<file path="src/rtl/fb_fill.sv">
// Rectangle fill engine: clips a command rectangle to the H x V framebuffer and streams
// one pixel write per unstalled cycle. Define FB_FILL_CHECKER_EN for checkerboard fill data.
module fb_fill #(
  parameter int H = 640,
  parameter int V = 480
) (
  input  logic        cpu_clk,
  input  logic        reset_n,
  input  logic        start,
  input  logic [9:0]  x0,
  input  logic [9:0]  y0,
  input  logic [9:0]  w,
  input  logic [9:0]  h,
  input  logic [7:0]  color,
  output logic        busy,
  output logic        done,
  output logic        fb_wr,
  output logic [31:0] fb_addr,
  output logic [7:0]  fb_data,
  input  logic        fb_stall
);

  localparam logic [10:0] H_W  = 11'(H);
  localparam logic [10:0] V_W  = 11'(V);
  localparam logic [31:0] H_32 = 32'(H);

  typedef enum logic [1:0] {S_IDLE, S_CLIP, S_FILL, S_DONE} state_t;

  state_t      state_q;
  logic [9:0]  x0_q, y0_q, w_q, h_q;
  logic [7:0]  color_q;
  logic [10:0] xe_q, ye_q, x_q, y_q;
  logic [31:0] row_base_q;

  logic [10:0] x_sum_s, y_sum_s, xe_s, ye_s, x_inc_s, y_inc_s, nx_s, ny_s;
  logic        degen_s, row_end_s, last_s;
  logic [31:0] row0_s, next_addr_s;
  logic [7:0]  first_data_s, next_data_s;

  // Clip arithmetic and next-pixel stepping; the only multiply is the CLIP row base.
  always_comb begin
    x_sum_s     = {1'b0, x0_q} + {1'b0, w_q};
    y_sum_s     = {1'b0, y0_q} + {1'b0, h_q};
    xe_s        = (x_sum_s > H_W) ? H_W : x_sum_s;
    ye_s        = (y_sum_s > V_W) ? V_W : y_sum_s;
    degen_s     = (w_q == 10'd0) || (h_q == 10'd0) ||
                  ({1'b0, x0_q} >= H_W) || ({1'b0, y0_q} >= V_W);
    row0_s      = {22'd0, y0_q} * H_32;
    x_inc_s     = x_q + 11'd1;
    y_inc_s     = y_q + 11'd1;
    row_end_s   = (x_inc_s == xe_q);
    last_s      = row_end_s && (y_inc_s == ye_q);
    nx_s        = row_end_s ? {1'b0, x0_q} : x_inc_s;
    ny_s        = row_end_s ? y_inc_s : y_q;
    next_addr_s = row_end_s ? (row_base_q + H_32 + {22'd0, x0_q}) : (fb_addr + 32'd1);
`ifdef FB_FILL_CHECKER_EN
    first_data_s = (x0_q[0] ^ y0_q[0]) ? ~color_q : color_q;
    next_data_s  = (nx_s[0] ^ ny_s[0]) ? ~color_q : color_q;
`else
    first_data_s = color_q;
    next_data_s  = color_q;
`endif
  end

  // Command FSM with registered write port, busy and done.
  always_ff @(posedge cpu_clk or negedge reset_n) begin
    if (!reset_n) begin
      state_q    <= S_IDLE;
      x0_q       <= 10'd0;
      y0_q       <= 10'd0;
      w_q        <= 10'd0;
      h_q        <= 10'd0;
      color_q    <= 8'd0;
      xe_q       <= 11'd0;
      ye_q       <= 11'd0;
      x_q        <= 11'd0;
      y_q        <= 11'd0;
      row_base_q <= 32'd0;
      busy       <= 1'b0;
      done       <= 1'b0;
      fb_wr      <= 1'b0;
      fb_addr    <= 32'd0;
      fb_data    <= 8'd0;
    end else begin
      done <= 1'b0;
      case (state_q)
        S_IDLE: begin
          if (start) begin
            x0_q    <= x0;
            y0_q    <= y0;
            w_q     <= w;
            h_q     <= h;
            color_q <= color;
            state_q <= S_CLIP;
            busy    <= 1'b1;
          end
        end
        S_CLIP: begin
          xe_q <= xe_s;
          ye_q <= ye_s;
          if (degen_s) begin
            state_q <= S_DONE;
            done    <= 1'b1;
          end else begin
            state_q    <= S_FILL;
            x_q        <= {1'b0, x0_q};
            y_q        <= {1'b0, y0_q};
            row_base_q <= row0_s;
            fb_wr      <= 1'b1;
            fb_addr    <= row0_s + {22'd0, x0_q};
            fb_data    <= first_data_s;
          end
        end
        S_FILL: begin
          // A stalled write keeps every output frozen until it is accepted.
          if (!fb_stall) begin
            if (last_s) begin
              state_q <= S_DONE;
              fb_wr   <= 1'b0;
              done    <= 1'b1;
            end else begin
              x_q     <= nx_s;
              y_q     <= ny_s;
              fb_addr <= next_addr_s;
              fb_data <= next_data_s;
              if (row_end_s) begin
                row_base_q <= row_base_q + H_32;
              end
            end
          end
        end
        S_DONE: begin
          state_q <= S_IDLE;
          busy    <= 1'b0;
        end
        default: begin
          state_q <= S_IDLE;
          busy    <= 1'b0;
          fb_wr   <= 1'b0;
        end
      endcase
    end
  end

endmodule

</file>
<file path="config.mk">
export PLATFORM = sky130hd
export DESIGN_NAME = fb_fill
export DESIGN_NICKNAME = d
export VERILOG_FILES = /design/src/rtl/fb_fill.sv
export SDC_FILE = /design/constraint.sdc
export NUM_CORES = 1
export LEC_CHECK = 0
export ABC_AREA = 0
export CORE_ASPECT_RATIO = 1.2
export CORE_MARGIN = 4
export CORE_UTILIZATION = 44
export CTS_CLUSTER_SIZE = 8
export DETAILED_ROUTE_END_ITERATION = 12
export GPL_ROUTABILITY_DRIVEN = 0
export PLACE_DENSITY_LB_ADDON = 0.15
export SYNTH_ARGS = -nofsm -noshare
export SYNTH_HDL_FRONTEND = slang
export SYNTH_SLANG_ARGS = --single-unit
</file>
<file path="constraint.sdc">
create_clock -name cpu_clk -period 4.8 [get_ports cpu_clk]
set_input_delay 0.96 -clock cpu_clk [delete_from_list [all_inputs] [get_ports cpu_clk]]
set_output_delay 0.96 -clock cpu_clk [all_outputs]
set_load 0.1 [all_outputs]
</file>
Word-level counts from Yosys, hierarchy flattened
Cells that the tools add are included.
{ "totals": {"word_cells": 96, "register_bits": 169, "out_inout_bits": 43, "inputBits": 52} }
{ "op_classes": {"add_sub_neg": 8, "magnitude_cmp": 4, "eq_ne": 11, "n_mul": 1, "n_mux": 41, "n_reduce_logical": 15} }
{ "ops": {"columns": ["operator", "n"], "rows": [
  ["$mux W32", 8],
  ["$pmux W32 S2", 2],
  ["$mux W11", 10],
  ["$pmux W11 S2", 2],
  ["$add A32 B1 Y32 const B", 1],
  ["$add A32 B10 Y32", 1],
  ["$add A32 B10 Y32 const B", 1],
  ["$mux W8", 3],
  ["$add A10 B10 Y11", 2],
  ["$add A11 B1 Y11 const B", 2],
  ["$eq A11 B11 Y1", 2],
  ["$add A20 B10 Y21", 1],
  ["$logic_not A10 Y1", 2],
  ["$pmux W8 S2", 1],
  ["$mul A10 B3 Y13 const B", 1],
  ["$ne A2 B2 Y1 const B", 6],
  ["$gt A11 B10 Y1 const B", 1],
  ["$gt A11 B9 Y1 const B", 1],
  ["$ge A10 B10 Y1 const B", 1],
  ["$ge A10 B9 Y1 const B", 1],
  ["$mux W1", 8],
  ["$pmux W2 S4", 1],
  ["$reduce_and A4 Y1", 2],
  ["$mux W2", 3],
  ["10 further kinds", 17]
]} }

Longest topological paths before layout
Gate-level depths: netlist of the first run.
{ "depth": {"ltp_word": 6, "mapped_depth": 12, "mapped_depth_nobuf": 12} }

Least setup slack after synthesis of the first run
Ideal clock, no wire load.
{ "synth_path": {"path_type": "register to register", "from": "reg fb_addr[2]", "to": "reg fb_addr[31]", "arrival_time_ns": 3.095, "path_slack_ns": 1.579, "n_path_buf": 0, "setup_time_ns": 0.126, "stages_incl_launch_ff": 8, "synth_period_minus_slack_ns": 3.221, "required_time_ns": 4.674, "path_cell_list": "dfrtp_1 > nand4_1 > nor4_1 > nand3_1 > nor3_1 > nand3_1 > a21o_1 > a221o_1"} }
{ "synth_between": {"elab_chain_len": 5} }
{ "synth_rtl": {"columns": ["element", "line", "text"], "rows": [
  ["start: declaration", "18", "output logic [31:0] fb_addr,"],
  ["start signal: assignment", "110", "fb_addr <= row0_s + {22'd0, x0_q};"],
  ["start signal: assignment", "124", "fb_addr <= next_addr_s;"],
  ["$add A32 B1 Y32", "55", "next_addr_s = row_end_s ? (row_base_q + H_32 + {22'd0, x0_q}) : (fb_addr + 32'd1);"],
  ["$mux W32", "55", null],
  ["$mux W32", "117", "if (last_s) begin"],
  ["$mux W32", "116", "if (!fb_stall) begin"],
  ["$pmux W32 S2", "86", "case (state_q)"]
]} }
No other way between the ends. The select of a mux whose other input is x is not followed.
A chain may end at the register's enable or synchronous reset.

Worst setup path in the final report of the first run
{ "layout_path": {"from": "reg y_q[0]", "to": "reg row_base_q[16]"} }
{ "layout_between": {"elab_chain_len": 5} }
{ "layout_rtl": {"columns": ["element", "line", "text"], "rows": [
  ["start: declaration", "32", "logic [10:0] xe_q, ye_q, x_q, y_q;"],
  ["start signal: assignment", "107", "y_q <= {1'b0, y0_q};"],
  ["start signal: assignment", "123", "y_q <= ny_s;"],
  ["$add A11 B1 Y11", "50", "y_inc_s = y_q + 11'd1;"],
  ["$eq A11 B11 Y1", "52", "last_s = row_end_s && (y_inc_s == ye_q);"],
  ["$logic_and A1 B1 Y1", "52", null],
  ["$ne A2 B2 Y1 (no source line)", null, null],
  ["$reduce_and A5 Y1 (no source line)", null, null],
  ["end signal: assignment", "108", "row_base_q <= row0_s;"],
  ["end signal: assignment", "127", "row_base_q <= row_base_q + H_32;"],
  ["end: declaration", "33", "logic [31:0] row_base_q;"]
]} }
No other way between the ends.

==> summary.md, run 1 <==
| Metric | Value |
|---|---|
| Crit-path leading delay family | compound AO/OA/AOI/OAI gates |
| Async S/R FF share, synth | 100% |
| Post-DR wirelength/cell | 19.7 µm |
| Global-route wire length before repair | 54,400 µm |
| Setup Fix Bufs, Post-CTS | 0 |
| Max FO, Critical Path | 44 |
| # clock sinks | 162 |
| Yosys warning total | 0 |
| H-tree depth reported by CTS | 4 |
| Slew @ Worst Pin | 1.10 ns |
| DPL Wire Length | 24,700 µm |
| Worst path bufs/invs | 0 |
| Clock Path Buffers | 2 |
| Minimum clock period | 3.90 ns |
| Core Util, Final | 51.3% |
| Clk pin slew, worst setup/hold paths | 0.07 ns |
| Fin Clk Skew | 0.0182 ns |
| FP Rows | 65 |
| EDFF count, synth | 0 |
| Yosys top cell by area | dfrtp_1 |
| Syn Area/Cell | 8.95 µm² |
| DRC viols | 0 |
| Total I/O pin count | 95 |
| Antenna violations before repair | 0 |
| Worst path max stage delay | 0.84 ns |
| Root Buffer | clkbuf_16 |
| Fin crit share | 81.2% |
| Min-delay worst type | in2async |
| RSZ-0062 raised after global routing | no |
| 1st-pass router iterations | 5 |
| WS Path Type | reg2reg |
| TritonCTS Buffers | 17 |
| Slowest stage cell, crit path | nor2_2 |
| Post-CTS sizing | 0 |
| ANT cells | 0 |
| Die X | 157 µm |
| Area Growth Syn to Fin | 14.9% |
| Total gr overflow | 0 |
| Vias/cell | 6.04 |
| Final setup TNS | 0 ns |
| Vias in the first global route | 10,100 |
| Synth top area share | 34.6% |
| Starting Density | 44.6% |
| Gate Count Post-Synth | 1,310 |
| Slew headroom | 26.3% |
| Detailed Route WL | 33,900 µm |
| Post-synthesis cell type count | 94 |
| Die extent in y | 187 µm |
| Status | complete, no violations |
| Final Slew Violations | 0 |
| Seq/Total Area, Yosys | 34.6% |
| Crit path launch type | flop |
| Die Area | 0.0293 mm² |
| Clk Latency, worst-skew pair | 0.45 ns |
| Antenna Nets Post-Route | 0 |
| Post-synth design cell area | 0.0117 mm² |
| Syn nets | 1,417 |
| Synth area leaders | dfrtp_1, ha_1, mux2_2, xnor2_1, nand2_1 |
| CTS Hold Buffers Added | 0 |
| Largest net degree at the start of global routing | 77 |
| Fraction of layout cells with a size suffix above 1 | 10.0% |
| Final #Nets | 1,481 |
| Max Cap Violations | 0 |
| Final setup vio count | 0 |
| Final Hold Fails | 0 |
| All-Layer GR Usage | 23.2% |
| TritonCTS clock tree | yes |
| Via total after detailed routing | 10,400 |
| Post-synth top flop | dfrtp_1 |
| CP Capture Type | flop |
| Worst path required time | 5.13 ns |
| Yosys reg bits | 162 |
| Worst EP arrival | 4.23 ns |
| Core ar. | 0.0263 mm² |
| Number of buffers added on ports | 94 |
| F_max | 257 MHz |
| Cells along the critical path | ha_1 > nand3_1 > o221a_2 > a311o_1 > o22ai_1 > nor4b_4 > o31a_4 > nor2_2 > mux2_2 |
| DR iter-0 viols | 558 |
[final timing paths]
path,from,end,slack (ns),depth (start not counted)
setup / recovery,y_q[0],row_base_q[16],0.90,9
hold / removal,reset_n,fb_addr[27],0.46,1
setup reg to reg,y_q[0],row_base_q[16],0.90,9
hold reg to reg,color_q[6],fb_data[6],0.46,2
max in group asynchronous,reset_n,color_q[1],3.39,2
min in group cpu_clk,color_q[6],fb_data[6],0.46,2
[placed cells by master, fill, tap and decap left out, types with 20 or more instances in the layout]
cell               n
xnor2_1           54
nand3_1           57
nor3_1            29
buf_4             20
nand4_1           26
nand2_1          118
a31oi_1           26
nor2_1            84
inv_1             42
a21oi_1           70
o21ai_0           85
ha_1              50
mux2_2            52
xor2_1            38
clkdlybuf4s50_1   93
dfrtp_1          162
[cells by family after synthesis]
logic type / count (synthesis) / synth area share [%]
AOI/OAI and AO/OA: 358 / 20.7
xor gates and xnor gates: 93 / 7.01
adders and majority gates: 55 / 6.13
buffers and inverters: 112 / 4.15
DFF: 162 / 34.6
muxes: 67 / 6.28
other: 1 / 0.0320
and+or+nand+nor: 462 / 21.2
[cell type report]
type	count	area, µm²
clock buffer	19	443
timing repair buffer	114	1090
fill	2523	12800
multi-input combinational	1036	7190
sequential	162	4050
clock inverter	13	104
tap	335	419
inverter	43	161
[synth_stat cells, drive strengths merged (13+ instances only)]
library cell / instances
a21o: 19
a21oi: 71
a31oi: 26
and2: 14
and3: 19
buf: 37
clkbuf: 32
dfrtp: 162
ha: 51
inv: 42
mux2: 52
mux2i: 15
nand2: 119
nand2b: 13
nand3: 58
nand4: 27
nor2: 85
nor2b: 19
nor3: 30
nor4: 20
o211ai: 14
o21ai: 88
xnor2: 55
xor2: 38
[state kept, by name, indices dropped and copies added, names as in the netlist, 2 cells and up]
register / flops
y_q: 11
fb_addr: 32
w_q: 10
ye_q: 11
x_q: 11
h_q: 10
fb_data: 8
xe_q: 11
y0_q: 10
state_q: 2
row_base_q: 25
x0_q: 10
color_q: 8
[worst register-to-register path, stage by stage (launching register included)]
cell and delay (ns):
dfrtp_1 0.45, ha_1 0.29, nand3_1 0.19, o221a_2 0.33, a311o_1 0.29, o22ai_1 0.35, nor4b_4 0.13, o31a_4 0.48
nor2_2 0.84, mux2_2 0.43
[per-stage QoR]
step | cell area (µm²) | worst slack [ns] | instances | hold WS, ns
after floorplan | 11700 | 1.58 | 1310 | 0.433
after global placement | 12900 | 1.02 | 1690 | 0.441
after detailed placement | 12900 | 0.944 | 1690 | 0.447
after CTS | 13500 | 0.937 | 1722 | 0.463
after global routing | 13500 | 0.683 | 1722 | 0.482
final | 13500 | 0.902 | 1722 | 0.460
[routing by layer]
metal  wire [µm]  track usage, %
met5           0               0
met4         632            6.89
met3        1650            3.33
met2       17100            40.1
met1       14500            30.2
Power of run 1 is left out: the tool's default activity adds up to more than one toggle a clock period on the data nets, which glitch-free logic cannot reach.
==> run 2, diff against run 1 <==
- clock period: 4.8 -> 3.55 ns (I/O delays scaled with it)
==> run 2 against run 1 <==
Sequential cell count unchanged; worst setup slack got worse by 0.67 ns; sequential share of layout area decreased by 0.66 points; register-to-register slack got worse by 0.67 ns; non-clock buffer count increased by 35; critical endpoint is now row_base_q[19].
==> summary.md, run 2 (synthesized netlist as in run 1, its figures left out) <==
| Metric | Value |
|---|---|
| Status | complete, no violations |
| Worst EP arrival | 3.63 ns (-0.60 ns) |
| Root Buffer | clkbuf_16 |
| CP Capture Type | flop |
| Final Slew Violations | 0 (unchanged) |
| Minimum clock period | 3.32 ns (-0.579 ns) |
| Slowest stage cell, crit path | dfrtp_1 |
| Final cell count without fillers | 1,755 (+1.9%) |
| Clk Latency, worst-skew pair | 0.44 ns (about the same) |
| Number of buffers added on ports | 94 (unchanged) |
| Clock Path Buffers | 2 (unchanged) |
| Slew headroom | 34.6% (+8.4 points) |
| Slew @ Worst Pin | 0.977 ns (-0.125 ns) |
| # clock sinks | 162 (unchanged) |
| Final #Nets | 1,516 (+2.4%) |
| Antenna violations before repair | 0 (unchanged) |
| Starting Density | 44.6% (unchanged) |
| FP Rows | 65 (unchanged) |
| Via total after detailed routing | 10,500 (+0.98%) |
| Commonest non-fill, non-tap cell in the layout | dfrtp_1 |
| Final instance area | 0.0138 mm² (+2.3%) |
| Detailed Route WL | 34,300 µm (+1.1%) |
| Largest register FFs | 32 (unchanged) |
| TritonCTS Buffers | 17 (unchanged) |
| Core ar. | 0.0263 mm² (unchanged) |
| Worst path required time | 3.87 ns (-1.26 ns) |
| Die extent in y | 187 µm (unchanged) |
| Clk pin slew, worst setup/hold paths | 0.07 ns (about the same) |
| Die X | 157 µm (unchanged) |
| Fraction of layout cells with a size suffix above 1 | 14.0% (+4.0 points) |
| Antenna Nets Post-Route | 0 (unchanged) |
| Commonest cells after routing, fill and taps aside | dfrtp_1, nand2_1, o21ai_0 |
| Crit path launch type | flop |
| DPL Wire Length | 25,700 µm (+3.9%) |
| Final setup TNS | 0 ns (unchanged) |
| Final setup vio count | 0 (unchanged) |
| Largest Register | fb_addr |
| DRC viols | 0 (unchanged) |
| Vias/cell | 5.98 (-0.92%) |
| Die Area | 0.0293 mm² (unchanged) |
| Worst path max stage delay | 0.44 ns (-0.40 ns) |
| Max FO, Critical Path | 9 (-80%) |
| Fillers | 2,473 (-2.0%) |
| ANT cells | 0 (unchanged) |
| DR iter-0 viols | 581 (+4.1%) |
| Min-delay worst type | in2async |
| Vias in the first global route | 10,300 (+1.6%) |
| Placed cells | 1,723 (+2.0%) |
| Cells along the critical path | ha_1 > nand3_1 > o221a_2 > a311o_1 > o22ai_1 > nor4b_4 > o31a_4 > nor2_2 > mux2_2 |
| F_max | 301 MHz (+17%) |
| RSZ-0062 raised after global routing | no |
| Total I/O pin count | 95 (unchanged) |
| Largest net degree at the start of global routing | 76 (-1.3%) |
| Total gr overflow | 0 (unchanged) |
| Max Cap Violations | 0 (unchanged) |
| Top Registers | fb_addr x32, row_base_q x25 |
| Core Util, Final | 52.4% (+1.2 points) |
| H-tree depth reported by CTS | 4 (unchanged) |
| TritonCTS clock tree | yes |
| Global-route wire length before repair | 56,000 µm (+3.0%) |
| All-Layer GR Usage | 23.6% (+0.39 points) |
| WS Path Type | reg2reg |
| CTS Hold Buffers Added | 0 (unchanged) |
| 1st-pass router iterations | 5 (unchanged) |
| Fin crit share | 93.5% (+12 points) |
| Fin Clk Skew | 0.0115 ns (-0.00672 ns) |
| Area Growth Syn to Fin | 17.4% |
| Final Hold Fails | 0 (unchanged) |
| Post-DR wirelength/cell | 19.5 µm (-0.81%) |
| Post-DP Area | 0.0132 mm² (+1.9%) |
[run 2: changes by cell type in the layout (fill, tap and decap cells not counted)]
cell | before | now
bufinv_16 | 0 | 2
clkbuf_1 | 1 | 2
inv_6 | 4 | 0
buf_4 | 20 | 78
clkinv_2 | 2 | 0
buf_12 | 0 | 5
clkdlybuf4s50_1 | 93 | 65
clkinv_4 | 5 | 3
clkbuf_8 | 1 | 4
nor3b_4 | 0 | 1
nor3b_2 | 1 | 0
[run 2: final timing paths]
| kind | startpoint | endpoint | slack (ns) | depth (start not counted) |
|---|---|---|---|---|
| worst max-delay path | y_q[1] | row_base_q[19] | 0.23 | 9 |
| worst min-delay path | reset_n | fb_addr[27] | 0.21 | 1 |
| worst max register to register | y_q[1] | row_base_q[19] | 0.23 | 9 |
| worst min register to register | color_q[2] | fb_data[2] | 0.46 | 2 |
| max in group asynchronous | reset_n | color_q[1] | 2.43 | 2 |
| min in group cpu_clk | color_q[2] | fb_data[2] | 0.46 | 2 |
[run 2: through the flow]
stage / hold slack (ns) / worst slack (ns)
floorplan: 0.414 / 0.329
global placement: 0.445 / 0.258
detailed placement: 0.452 / 0.186
CTS: 0.233 / 0.156
global route: 0.252 / 0.0466
finish: 0.215 / 0.231
[run 2: layout make-up]
| cell class | count | area [µm²] | share of cell area (%) |
|---|---|---|---|
| multi-input combinational | 1036 | 7200 | 52.3 |
| inverter | 43 | 161 | 1.17 |
| clock inverter | 7 | 101 | 0.736 |
| tap | 335 | 419 | 3.04 |
| clock buffer | 23 | 488 | 3.54 |
| sequential | 162 | 4050 | 29.4 |
| timing repair buffer | 149 | 1350 | 9.79 |
[run 2: routing by layer]
metal	vias to the layer above	track usage [%]	routed length [µm]
li1	5060	-	-
met1	5092	32.1	15200
met5	-	0	0
met2	296	39.4	16900
met4	0	6.98	767
met3	53	3.12	1480
[run 2: worst max-delay path, delay by kind of cell (launching register included)]
family | cells | cell delay [ns]
AOI/OAI and AO/OA | 4 | 1.33
and+or+nand+nor | 3 | 0.72
DFF | 1 | 0.44
muxes | 1 | 0.39
adders and majority gates | 1 | 0.30
[run 2: timing repair]
action / in CTS / in global routing
setup endpoints to repair: 0 / 3
buffers inserted: 0 / 2
gates resized for setup: 0 / 1
Power of run 2 is left out for the same reason.
